## config.mk

```make
export PLATFORM = sky130hd
export DESIGN_NAME = serial_adder_flat
export DESIGN_NICKNAME = d
export VERILOG_FILES = /design/src/rtl/serial_adder_if.sv /design/src/rtl/serial_adder.sv /design/src/flat_wrapper.sv
export SDC_FILE = /design/constraint.sdc
export NUM_CORES = 1
export LEC_CHECK = 0
export BUFFER_PORTS_ARGS = -buffer_cell sky130_fd_sc_hd__buf_2
export CORE_ASPECT_RATIO = 0.7
export CORE_UTILIZATION = 37
export DETAILED_ROUTE_END_ITERATION = 8
export PLACE_DENSITY_LB_ADDON = 0.3
export SLEW_MARGIN = 40
export SYNTH_ARGS = -nofsm -noshare
export SYNTH_HDL_FRONTEND = slang
export SYNTH_SLANG_ARGS = --single-unit
```

## constraint.sdc

```tcl
create_clock -name sys_clk -period 1.8 [get_ports sys_clk]
set_input_delay 0.09 -clock sys_clk [delete_from_list [all_inputs] [get_ports sys_clk]]
set_output_delay 0.09 -clock sys_clk [all_outputs]
set_load 0.005 [all_outputs]
```

## src/rtl/serial_adder_if.sv

```systemverilog
// Handshake bundle for serial_adder: operand input channel and result output channel.
// out_ovf exists only when SERIAL_ADDER_OVF_EN is defined.
interface serial_adder_if #(
    parameter int WIDTH = 8
);
    logic             in_valid;
    logic             in_ready;
    logic [WIDTH-1:0] in_a;
    logic [WIDTH-1:0] in_b;
    logic             in_cin;
    logic             out_valid;
    logic             out_ready;
    logic [WIDTH-1:0] out_sum;
    logic             out_cout;
`ifdef SERIAL_ADDER_OVF_EN
    logic             out_ovf;
`endif

    modport master (
        output in_valid, in_a, in_b, in_cin, out_ready,
        input  in_ready, out_valid, out_sum, out_cout
`ifdef SERIAL_ADDER_OVF_EN
        , input out_ovf
`endif
    );

    modport slave (
        input  in_valid, in_a, in_b, in_cin, out_ready,
        output in_ready, out_valid, out_sum, out_cout
`ifdef SERIAL_ADDER_OVF_EN
        , output out_ovf
`endif
    );
endinterface

```

## src/rtl/serial_adder.sv

```systemverilog
// Bit-serial WIDTH-bit adder: one full-adder cell plus a registered carry, LSB first.
// Optional signed-overflow output enabled by SERIAL_ADDER_OVF_EN.
module serial_adder #(
    parameter int WIDTH = 8
) (
    input  logic           sys_clk,
    input  logic           sys_rst,
    serial_adder_if.slave  bus
);
    localparam int CW = $clog2(WIDTH + 1);
    localparam logic [CW-1:0] CNT_ONE  = CW'(32'd1);
    localparam logic [CW-1:0] CNT_LAST = CW'(WIDTH - 1);

    typedef enum logic [1:0] {
        IDLE = 2'd0,
        RUN  = 2'd1,
        DONE = 2'd2
    } state_t;

    state_t           state, state_next;
    logic [WIDTH-1:0] sa, sa_next;
    logic [WIDTH-1:0] sb, sb_next;
    logic [WIDTH-1:0] sum_reg, sum_reg_next;
    logic [WIDTH-1:0] sum_shift;
    logic             carry, carry_next;
    logic [CW-1:0]    cnt, cnt_next;
    logic [WIDTH-1:0] res_sum, res_sum_next;
    logic             res_cout, res_cout_next;
    logic             fa_s, fa_c;
`ifdef SERIAL_ADDER_OVF_EN
    logic             res_ovf, res_ovf_next;
`endif

    function automatic logic fa_sum(input logic a, input logic b, input logic c);
        return a ^ b ^ c;
    endfunction

    function automatic logic fa_count(input logic a, input logic b, input logic c);
        return (a & b) | (a & c) | (b & c);
    endfunction

    assign fa_s      = fa_sum(sa[0], sb[0], carry);
    assign fa_c      = fa_count(sa[0], sb[0], carry);
    // New sum bit enters at the MSB so after WIDTH shifts bit 0 sits at the LSB.
    assign sum_shift = (sum_reg >> 1'b1) | (WIDTH'(fa_s) << (WIDTH - 1));

    // State register.
    always_ff @(posedge sys_clk or posedge sys_rst) begin
        if (sys_rst) begin
            state <= IDLE;
        end else begin
            state <= state_next;
        end
    end

    // Next-state and datapath next values.
    always_comb begin
        state_next    = state;
        sa_next       = sa;
        sb_next       = sb;
        sum_reg_next  = sum_reg;
        carry_next    = carry;
        cnt_next      = cnt;
        res_sum_next  = res_sum;
        res_cout_next = res_cout;
`ifdef SERIAL_ADDER_OVF_EN
        res_ovf_next  = res_ovf;
`endif
        case (state)
            IDLE: begin
                if (bus.in_valid) begin
                    sa_next      = bus.in_a;
                    sb_next      = bus.in_b;
                    carry_next   = bus.in_cin;
                    cnt_next     = '0;
                    sum_reg_next = '0;
                    state_next   = RUN;
                end else begin
                    state_next   = IDLE;
                end
            end
            RUN: begin
                sa_next      = sa >> 1'b1;
                sb_next      = sb >> 1'b1;
                sum_reg_next = sum_shift;
                carry_next   = fa_c;
                cnt_next     = cnt + CNT_ONE;
                if (cnt == CNT_LAST) begin
                    res_sum_next  = sum_shift;
                    res_cout_next = fa_c;
`ifdef SERIAL_ADDER_OVF_EN
                    res_ovf_next  = carry ^ fa_c;
`endif
                    state_next    = DONE;
                end else begin
                    state_next    = RUN;
                end
            end
            DONE: begin
                if (bus.out_ready) begin
                    state_next = IDLE;
                end else begin
                    state_next = DONE;
                end
            end
            default: begin
                state_next = IDLE;
            end
        endcase
    end

    // Datapath and result registers.
    always_ff @(posedge sys_clk or posedge sys_rst) begin
        if (sys_rst) begin
            sa       <= '0;
            sb       <= '0;
            sum_reg  <= '0;
            carry    <= 1'b0;
            cnt      <= '0;
            res_sum  <= '0;
            res_cout <= 1'b0;
`ifdef SERIAL_ADDER_OVF_EN
            res_ovf  <= 1'b0;
`endif
        end else begin
            sa       <= sa_next;
            sb       <= sb_next;
            sum_reg  <= sum_reg_next;
            carry    <= carry_next;
            cnt      <= cnt_next;
            res_sum  <= res_sum_next;
            res_cout <= res_cout_next;
`ifdef SERIAL_ADDER_OVF_EN
            res_ovf  <= res_ovf_next;
`endif
        end
    end

    // Handshake flags come from the state register; in_ready is held low during reset.
    assign bus.in_ready  = (state == IDLE) && !sys_rst;
    assign bus.out_valid = (state == DONE);
    assign bus.out_sum   = res_sum;
    assign bus.out_cout  = res_cout;
`ifdef SERIAL_ADDER_OVF_EN
    assign bus.out_ovf   = res_ovf;
`endif
endmodule

```

## src/flat_wrapper.sv

```systemverilog
// flat-port wrapper written by rule: the top's interface ports become plain ports
module serial_adder_flat 
#(
    parameter int WIDTH = 8
)
  (sys_clk, sys_rst, bus_in_valid, bus_in_a, bus_in_b, bus_in_cin, bus_out_ready, bus_in_ready, bus_out_valid, bus_out_sum, bus_out_cout);
  serial_adder_if #(.WIDTH(WIDTH)) bus_i ();
  input  logic sys_clk;
  input  logic sys_rst;
  input wire logic [$bits(bus_i.in_valid)-1:0] bus_in_valid;
  input wire logic [$bits(bus_i.in_a)-1:0] bus_in_a;
  input wire logic [$bits(bus_i.in_b)-1:0] bus_in_b;
  input wire logic [$bits(bus_i.in_cin)-1:0] bus_in_cin;
  input wire logic [$bits(bus_i.out_ready)-1:0] bus_out_ready;
  output wire logic [$bits(bus_i.in_ready)-1:0] bus_in_ready;
  output wire logic [$bits(bus_i.out_valid)-1:0] bus_out_valid;
  output wire logic [$bits(bus_i.out_sum)-1:0] bus_out_sum;
  output wire logic [$bits(bus_i.out_cout)-1:0] bus_out_cout;
  assign bus_i.in_valid = bus_in_valid;
  assign bus_i.in_a = bus_in_a;
  assign bus_i.in_b = bus_in_b;
  assign bus_i.in_cin = bus_in_cin;
  assign bus_i.out_ready = bus_out_ready;
  assign bus_in_ready = bus_i.in_ready;
  assign bus_out_valid = bus_i.out_valid;
  assign bus_out_sum = bus_i.out_sum;
  assign bus_out_cout = bus_i.out_cout;
  serial_adder #(.WIDTH(WIDTH)) u_core (.sys_clk(sys_clk), .sys_rst(sys_rst), .bus(bus_i));
endmodule
```

== Yosys cells after proc, flatten, opt, wreduce, memory -nomap -nowiden ==
Cells that the tools add are included.

* Add/subtract/negate cells: 1
* Multiply operators: 0
* Div/mod/pow operators: 0
* $lt $le $gt $ge: 0
* Eq/ne operators: 4
* Shift-type cells: 0
* Mux-type cells: 14
* Bitwise logic cells: 8
* Reduce and logical (&&, ||, !) cells: 6

{| class="wikitable"
|+ Operator list
! cell !! number
|-
| one-hot mux 8 bit (2 select lines) || 3
|-
| two-way mux 8 bit || 3
|-
| bitwise OR 7 x 8 -> 8 bit || 1
|-
| one-hot mux 4 bit (2 select lines) || 1
|-
| one-hot mux 2 bit (3 select lines) || 1
|-
| adder 4 x 1 -> 4 bit (second input constant) || 1
|-
| == test 4 x 3 -> 1 bit (second input constant) || 1
|-
| two-way mux 2 bit || 2
|-
| two-way mux 4 bit || 1
|-
| AND reduction 2 bit || 2
|-
| AND 1 bit || 3
|-
| == test 2 x 1 -> 1 bit (second input constant) || 1
|-
| == test 2 bit (second input constant) || 1
|-
| logical NOT 2 bit || 1
|-
| two-way mux 1 bit || 2
|-
| inequality test 2 bit (second input constant) || 1
|-
| bitwise OR 1 bit || 2
|-
| one-hot mux 1 bit (2 select lines) || 1
|-
| nonzero test 2 bit || 1
|-
| bitwise XOR 1 bit || 2
|-
| logical AND 1 bit || 1
|-
| logical NOT 1 bit || 1
|}

* Register bits: 40
* Bits in latches: 0
* Memory bits (writable): 0
* ROM bits: 0
* Output and inout port bits: 11
* Word-level logic and storage cells: 41
* Memories: 0

== Depth between registers and ports, before layout ==
Gate-level depths: netlist of run 1.

* Word-level depth: 4
* Gate-level depth with buffers: 6
* Gate-level depth less buffers: 4

== Worst setup path after synthesis of run 1 ==
No wires, ideal clock.

* Path type: register to register
* Start point: register u_core.cnt[0]
* End point: register u_core.res_cout (netlist: u_core.bus.out_cout)
* Arrival time: 1.319 ns
* Setup slack: 0.355 ns
* Cell stages (with the launch flop): 6
* Buffers on the path: 1
* Period minus slack after synthesis: 1.445 ns
* Path through: dfrtp_1 > ha_1 > and3b_1 > and2_4 > buf_6 > mux2_4

* Word-level cells in the longest chain between the ends: 2

{| class="wikitable"
|+ RTL lines
! what !! line !! source
|-
| start: declaration || serial_adder.sv:26 || <nowiki>logic [CW-1:0] cnt, cnt_next;</nowiki>
|-
| start signal: assignment || serial_adder.sv:130 || <nowiki>cnt <= cnt_next;</nowiki>
|-
| == test 4 x 3 -> 1 bit || serial_adder.sv:88 || <nowiki>if (cnt == CNT_LAST) begin</nowiki>
|-
| AND reduction 2 bit (no source line) || - ||
|-
| end signal: assignment || serial_adder.sv:132 || <nowiki>res_cout <= res_cout_next;</nowiki>
|-
| end: declaration || serial_adder.sv:28 || <nowiki>logic res_cout, res_cout_next;</nowiki>
|}

Every way passes these cells.
A chain may end at the register's enable or synchronous reset.

== Worst setup path after layout of run 1 ==
* Start point: register u_core.state[1]
* End point: register u_core.sb[6]

* Word-level cells in the longest chain between the ends: 3

{| class="wikitable"
|+ RTL lines
! what !! line !! source
|-
| start: declaration || serial_adder.sv:20 || <nowiki>state_t state, state_next;</nowiki>
|-
| start signal: assignment || serial_adder.sv:52 || <nowiki>state <= state_next;</nowiki>
|-
| == test 2 x 1 -> 1 bit or logical NOT 2 bit (tied branches) || serial_adder.sv:69 || <nowiki>case (state)</nowiki>
|-
| nonzero test 2 bit (no source line) or inequality test 2 bit (tied branches) || - ||
|-
| AND reduction 2 bit (no source line) || - ||
|-
| end signal: assignment || serial_adder.sv:127 || <nowiki>sb <= sb_next;</nowiki>
|-
| end: declaration || serial_adder.sv:22 || <nowiki>logic [WIDTH-1:0] sb, sb_next;</nowiki>
|}

Several ways; a longest one is shown, not always the timed one.

==> results of run 1 <==
[cell families after synthesis]
group,share of synthesized area (%)
compound gates,7.32
xor+xnor,0.513
fa+ha+maj,1.90
buf+inv,4.32
flops,57.1
mux,8.49
simple gates,20.4
[metrics by stage]
| step | utilization (%) | hold slack [ns] | area [um^2] | instances |
|---|---|---|---|---|
| 2_1_floorplan | - | 0.195 | 1710 | 156 |
| 3_3_place_gp | 43.5 | 0.235 | 1900 | 237 |
| 3_5_place_dp | 43.5 | 0.260 | 1900 | 237 |
| 4_1_cts | 46.0 | 0.0285 | 2020 | 248 |
| 5_1_grt | 46.0 | 0.0322 | 2020 | 248 |
| 6_report | 46.0 | 0.0378 | 2020 | 248 |
[tightest hold or removal path, stage by stage]
cell     delay, ns
buf_2         0.08
a22oi_1       0.07
nand2_1       0.06
[power groups by stage]
stage | Sequential (mW) | Clock (mW) | Combinational (mW)
floorplan | 1.49 | 0 | 1.01
global placement | 1.54 | 0 | 1.26
detailed placement | 1.56 | 0 | 1.34
CTS | 1.55 | 0.585 | 1.35
global route | 1.60 | 0.620 | 1.49
finish | 1.55 | 0.562 | 1.33
[layout by cell type, fill, tap and decap left out, types with 2 or more instances in the layout]
| cell | count |
|---|---|
| clkbuf_1 | 2 |
| buf_2 | 31 |
| nor2_1 | 11 |
| clkbuf_8 | 5 |
| buf_4 | 5 |
| mux2_4 | 9 |
| o22ai_1 | 10 |
| inv_1 | 2 |
| nand2_1 | 32 |
| dlygate4sd3_1 | 3 |
| o21ai_0 | 2 |
| a22oi_1 | 5 |
| nor3_1 | 11 |
| nand3_1 | 10 |
| dfrtp_1 | 39 |
[layer usage]
| layer | vias to the layer above | global-route usage, % | share of wire [%] |
|---|---|---|---|
| met5 | - | 0 | 0 |
| met4 | 0 | 6.16 | 1.0 |
| met3 | 5 | 4.91 | 5.5 |
| met2 | 26 | 24.4 | 42 |
| met1 | 617 | 22.8 | 51 |
| li1 | 606 | - | - |
[area by class of cell]
cell class | count | area share (%)
Inverter | 2 | 0.372
Clock buffer | 7 | 3.79
Timing Repair Buffer | 39 | 11.0
Sequential cell | 39 | 48.4
Tap cell | 55 | 3.41
Multi-Input combinational cell | 105 | 32.7
Clock inverter | 1 | 0.248
[how the worst max path moves through the flow]
| stage | end | startpoint | cells past startpoint | slack, ns |
|---|---|---|---|---|
| after floorplan | u_core.bus.out_cout | u_core.cnt[0] | 5 | 0.36 |
| after CTS | u_core.sb[6] | u_core.state[0] | 3 | 0.33 |
| after global placement | u_core.sa[0] | u_core.state[0] | 3 | 0.37 |
| after global routing | u_core.sb[4] | u_core.state[0] | 3 | 0.25 |
| after detailed placement | u_core.sb[6] | u_core.state[0] | 3 | 0.35 |
| final | u_core.sb[6] | u_core.state[1] | 3 | 0.33 |
==> results.cfg, run 1 <==
[synth]
ys_ff_latch = 39
synth_cells = 156
synth_edf_count = 0
yosysWarnings = 0
syn-cell-area_mm2 = 0.00171
ys_types = 29
synth_area_per_cell_um2 = 11.0
synth-seq-area-share_pct = 57.1
synth_top_cell_area_share_pct = 57.1
yosys-top-cells-area = dfrtp_1 (57%), mux2_4 (7.9%), nand2_1 (7.0%)
synthArstFlopShare_pct = 100
yosysMostFrequentCell = dfrtp_1
synth_area_leader_cell = dfrtp_1
synthesis.nets = 179
synth_ff_type = dfrtp_1
synthTopCellsByCount = dfrtp_1 (39), nand2_1 (32), nor2_1 (11), nor3_1 (11)

[timing]
rsz0062_at_grt = false
worst_pin_slew_ns = 0.557
fin_crit_sh_pct = 81.9
relSlewSlack_pct = 62.8
setup_viol = 0
fin_crit_ns = 1.47
setup_slack_ns = 0.326
hold_violations = 0
slew_violations = 0
fin_setup_tns_ns = 0
fin_skew_ns = 0.00629
max_freq_ghz = 0.678

[cts]
cts_max_path_buffers = 2
cts.sinks = 39
clkLatencyLatePin_ns = 0.29
htree_levels = 2
clk_pin_slew_ns = 0.07
ctsResizeCount = 0
cts_setup_buffers = 0
cts_tree = built
root_buffer = clkbuf_8
cts_buffers = 5
holdBufCountCts = 3

[pwr]
p_switching_mw = 1.26
power_density_mw_per_mm2 = 1700
p_seq_share_pct = 45.0
power_frac_comb_pct = 38.6
ir_drop_mv = 0.623
p_int_mw = 2.18
cellLeakagePower_nw = 1.03
power_mw = 3.43
power_frac_clock_pct = 16.4
swShare_pct = 36.6

[hold_path]
worstHoldStart = bus_in_b[1]
holdPathStages = 3
hold_path_class = input port to flip-flop
holdPathEnd = u_core.sb[1]

[critical_path]
r2r_end = u_core.sb[6]
reg2reg_setup_slack_ns = 0.33
startpoint_type = flip-flop
worstReg2RegStart = u_core.state[1]
critical-path-top-delay-family = simple AND/OR/NAND/NOR gates
endpoint_kind = flip-flop
worstPathRequired_ns = 1.97
crit_path_cell_trace = or3b_4 > o22ai_1 > nor2_1
max_stage_delay_ns = 0.56
crit_path_top_delay_cell = or3b_4
crit_type = flip-flop to flip-flop
cp.arrival_ns = 1.65
path_buf_inv = 0
worst-path-max-fanout = 22
reg2reg_depth = 3

[floorplan]
die_area_mm2 = 0.00490
core_mm2 = 0.00438
num_io_pins = 32
die_w_um = 83.2
die-height_um = 58.9
initial_core_util_pct = 39.0
fp-row-count = 20

[drt]
drtIter0Drc = 79
post_drt_wl_per_cell_um = 14.4
vias_per_cell = 5.06
ant_nets = 0
drc = 0
vias = 1254
wirelength_um = 3570
drt_first_pass_iters = 6

[outcome]
status = completed

[layout]
diodes = 0
nFillCells = 410
layout-drive-gt1-share_pct = 28.5
finalNetCount = 215
regArea_um2 = 976
syn2layout_area_growth_pct = 17.9
multiInputGateArea_um2 = 659

[place]
numPortBuffers = 31
gp_congestion = 0.730
pre_cts_slack_ns = 0.347
hpwl_um = 2360

[grt]
overflow = 0
grt_pass1_vias = 1271
grt_pass1_wl_um = 6140
grtUsageTotal_pct = 16.3
grt_antenna_before_repair = 0
grt_max_degree = 40

[run]
cap_violations = 0
Note: power is estimated with default switching activity, not from simulation.
==> inputs of run 2 (changes only) <==
==> constraint.sdc (replaced) <==
create_clock -name sys_clk -period 1.2 [get_ports sys_clk]
set_input_delay 0.06 -clock sys_clk [delete_from_list [all_inputs] [get_ports sys_clk]]
set_output_delay 0.06 -clock sys_clk [all_outputs]
set_load 0.005 [all_outputs]
==> run 2 against run 1 <==
The run now ends with negative setup slack left; sequential cell count is the same; register-to-register slack lost 0.52 ns; die area is the same; critical path depth grew 1; sequential power grew 53%; clock-buffer cell count shrank 1; sequential share of layout area shrank 8.7 points; largest cell class unchanged.
==> results.cfg, run 2 (synthesis gave the netlist of run 1 again) <==
[outcome]
status = complete, but fails checks
failed_checks = negative setup slack

[grt]
overflow = 0
grt_pass1_vias = 1322
grt_max_degree = 40
grt_antenna_before_repair = 0
grt_pass1_wl_um = 6690
grtUsageTotal_pct = 18.3
top_usage_layer = met2
grtUsageMet2_pct = 27.3
use_met1_pct = 25.5
met3_usage_pct = 4.91

[timing]
slew_violations = 0
fin_crit_sh_pct = 116
relSlewSlack_pct = 82.1
setup_slack_ns = -0.196
fin_crit_ns = 1.40
hold_violations = 0
rsz0062_at_grt = true
fin_skew_ns = 0.00367
fin_setup_tns_ns = -4.53
fin_hold_ws_ns = 0.0350
worst_pin_slew_ns = 0.268
setup_viol = 39
max_freq_ghz = 0.716

[layout]
syn2layout_area_growth_pct = 44.3
layout_common_cells = dfrtp_1 (37), buf_2 (31), nand2_1 (29)
diodes = 0
final_common_cell = dfrtp_1
finalNetCount = 236
layout-drive-gt1-share_pct = 49.5
stdcell_area_mm2 = 0.00247

[pwr]
power_mw = 6.32
cellLeakagePower_nw = 1.19
ir_drop_mv = 1.07
power_density_mw_per_mm2 = 2560

[drt]
drc = 0
drt_first_pass_iters = 4
ant_nets = 0
vias = 1361
vias_per_cell = 5.06
drtIter0Drc = 91
wirelength_um = 4180
post_drt_wl_per_cell_um = 15.5

[place]
hpwl_um = 2460
dpl_cell_area_mm2 = 0.00206
numPortBuffers = 31
gp_congestion = 0.768

[critical_path]
crit_path_cell_trace = ha_2 > and3b_2 > and2_4 > mux2_4
startpoint_type = flip-flop
cp.arrival_ns = 1.58
worstReg2RegStart = u_core.cnt[0]
worstPathRequired_ns = 1.38
worst-path-max-fanout = 5
endpoint_kind = flip-flop
crit_path_start = u_core.cnt[0]
crit_path_top_delay_cell = dfrtp_1
max_stage_delay_ns = 0.36
crit_type = flip-flop to flip-flop

[floorplan]
die_area_mm2 = 0.00490
die_w_um = 83.2
fp-row-count = 20
num_io_pins = 32
core_mm2 = 0.00438
initial_core_util_pct = 39.0
die-height_um = 58.9

[run]
cap_violations = 0

[cts]
cts_max_path_buffers = 2
cts.sinks = 39
clkLatencyLatePin_ns = 0.30
cts_buffers = 5
root_buffer = clkbuf_8
htree_levels = 2
cts_tree = built
clk_pin_slew_ns = 0.07

[hold_path]
hold_path_class = input port to flip-flop
worstHoldStart = bus_out_ready
[run 2: cell count changes in the layout (fill, tap and decap cells not counted), sizes merged]
cell / change
clkbuf: -1
bufinv: +1
dlygate4sd3: +5
and2: +1
buf: +14
or3b: +1
[run 2: path summary, 6_finish.rpt]
| kind | to | slack (ns) | depth (start not counted) |
|---|---|---|---|
| max in group asynchronous | u_core.state[1] | 0.61 | 4 |
| worst max-delay path | u_core.bus.out_sum[3] | -0.20 | 4 |
| worst max register to register | u_core.bus.out_sum[3] | -0.20 | 4 |
| worst min-delay path | u_core.state[1] | 0.04 | 3 |
| min in group asynchronous | u_core.sa[4] | 0.38 | 4 |
| worst min register to register | u_core.sa[5] | 0.49 | 2 |
[run 2: power breakdown]
| part | switching (mW) | leakage (nW) | internal [mW] |
|---|---|---|---|
| logic | 1.35 | 0.644 | 1.47 |
| registers | 0.447 | 0.486 | 1.92 |
| clock network | 0.465 | 0.0612 | 0.672 |
| total | 2.26 | 1.19 | 4.06 |
[run 2: critical path: cells and delay by family (launching register included)]
| family | cells | cell delay [ns] |
|---|---|---|
| fa+ha+maj | 1 | 0.19 |
| mux | 1 | 0.31 |
| flops | 1 | 0.36 |
| simple gates | 2 | 0.42 |
[run 2: timing repair]
item	CTS	global route
buffers inserted	1	1
endpoints found under the hold margin	46	0
pin swaps	8	16
resized for setup	29	10
endpoints found under the setup margin	39	41
cloned	3	0
hold buffers	8	0
[run 2: cell type report]
cell class | count | area, um^2
fillers | 356 | 1910
flip-flops and latches | 39 | 978
multi-input cells | 107 | 853
repair buffers | 58 | 440
clock buffers | 6 | 82.6
well taps | 55 | 68.8
clock inverters | 2 | 35.0
inverters | 2 | 7.51
[run 2: metrics by stage]
stage               util (%)  worst slack [ns]  cells
floorplan                  -            -0.205    156
global placement        47.1            -0.204    248
detailed placement      47.1            -0.208    248
CTS                     55.0            -0.190    268
global route            56.3            -0.233    269
finish                  56.3            -0.196    269
[run 2: routing by layer]
metal  up-vias  wire [um]
met5         -          0
met4         0         80
met2        32       1890
met3         8        205
li1        652          -
met1       669       2000
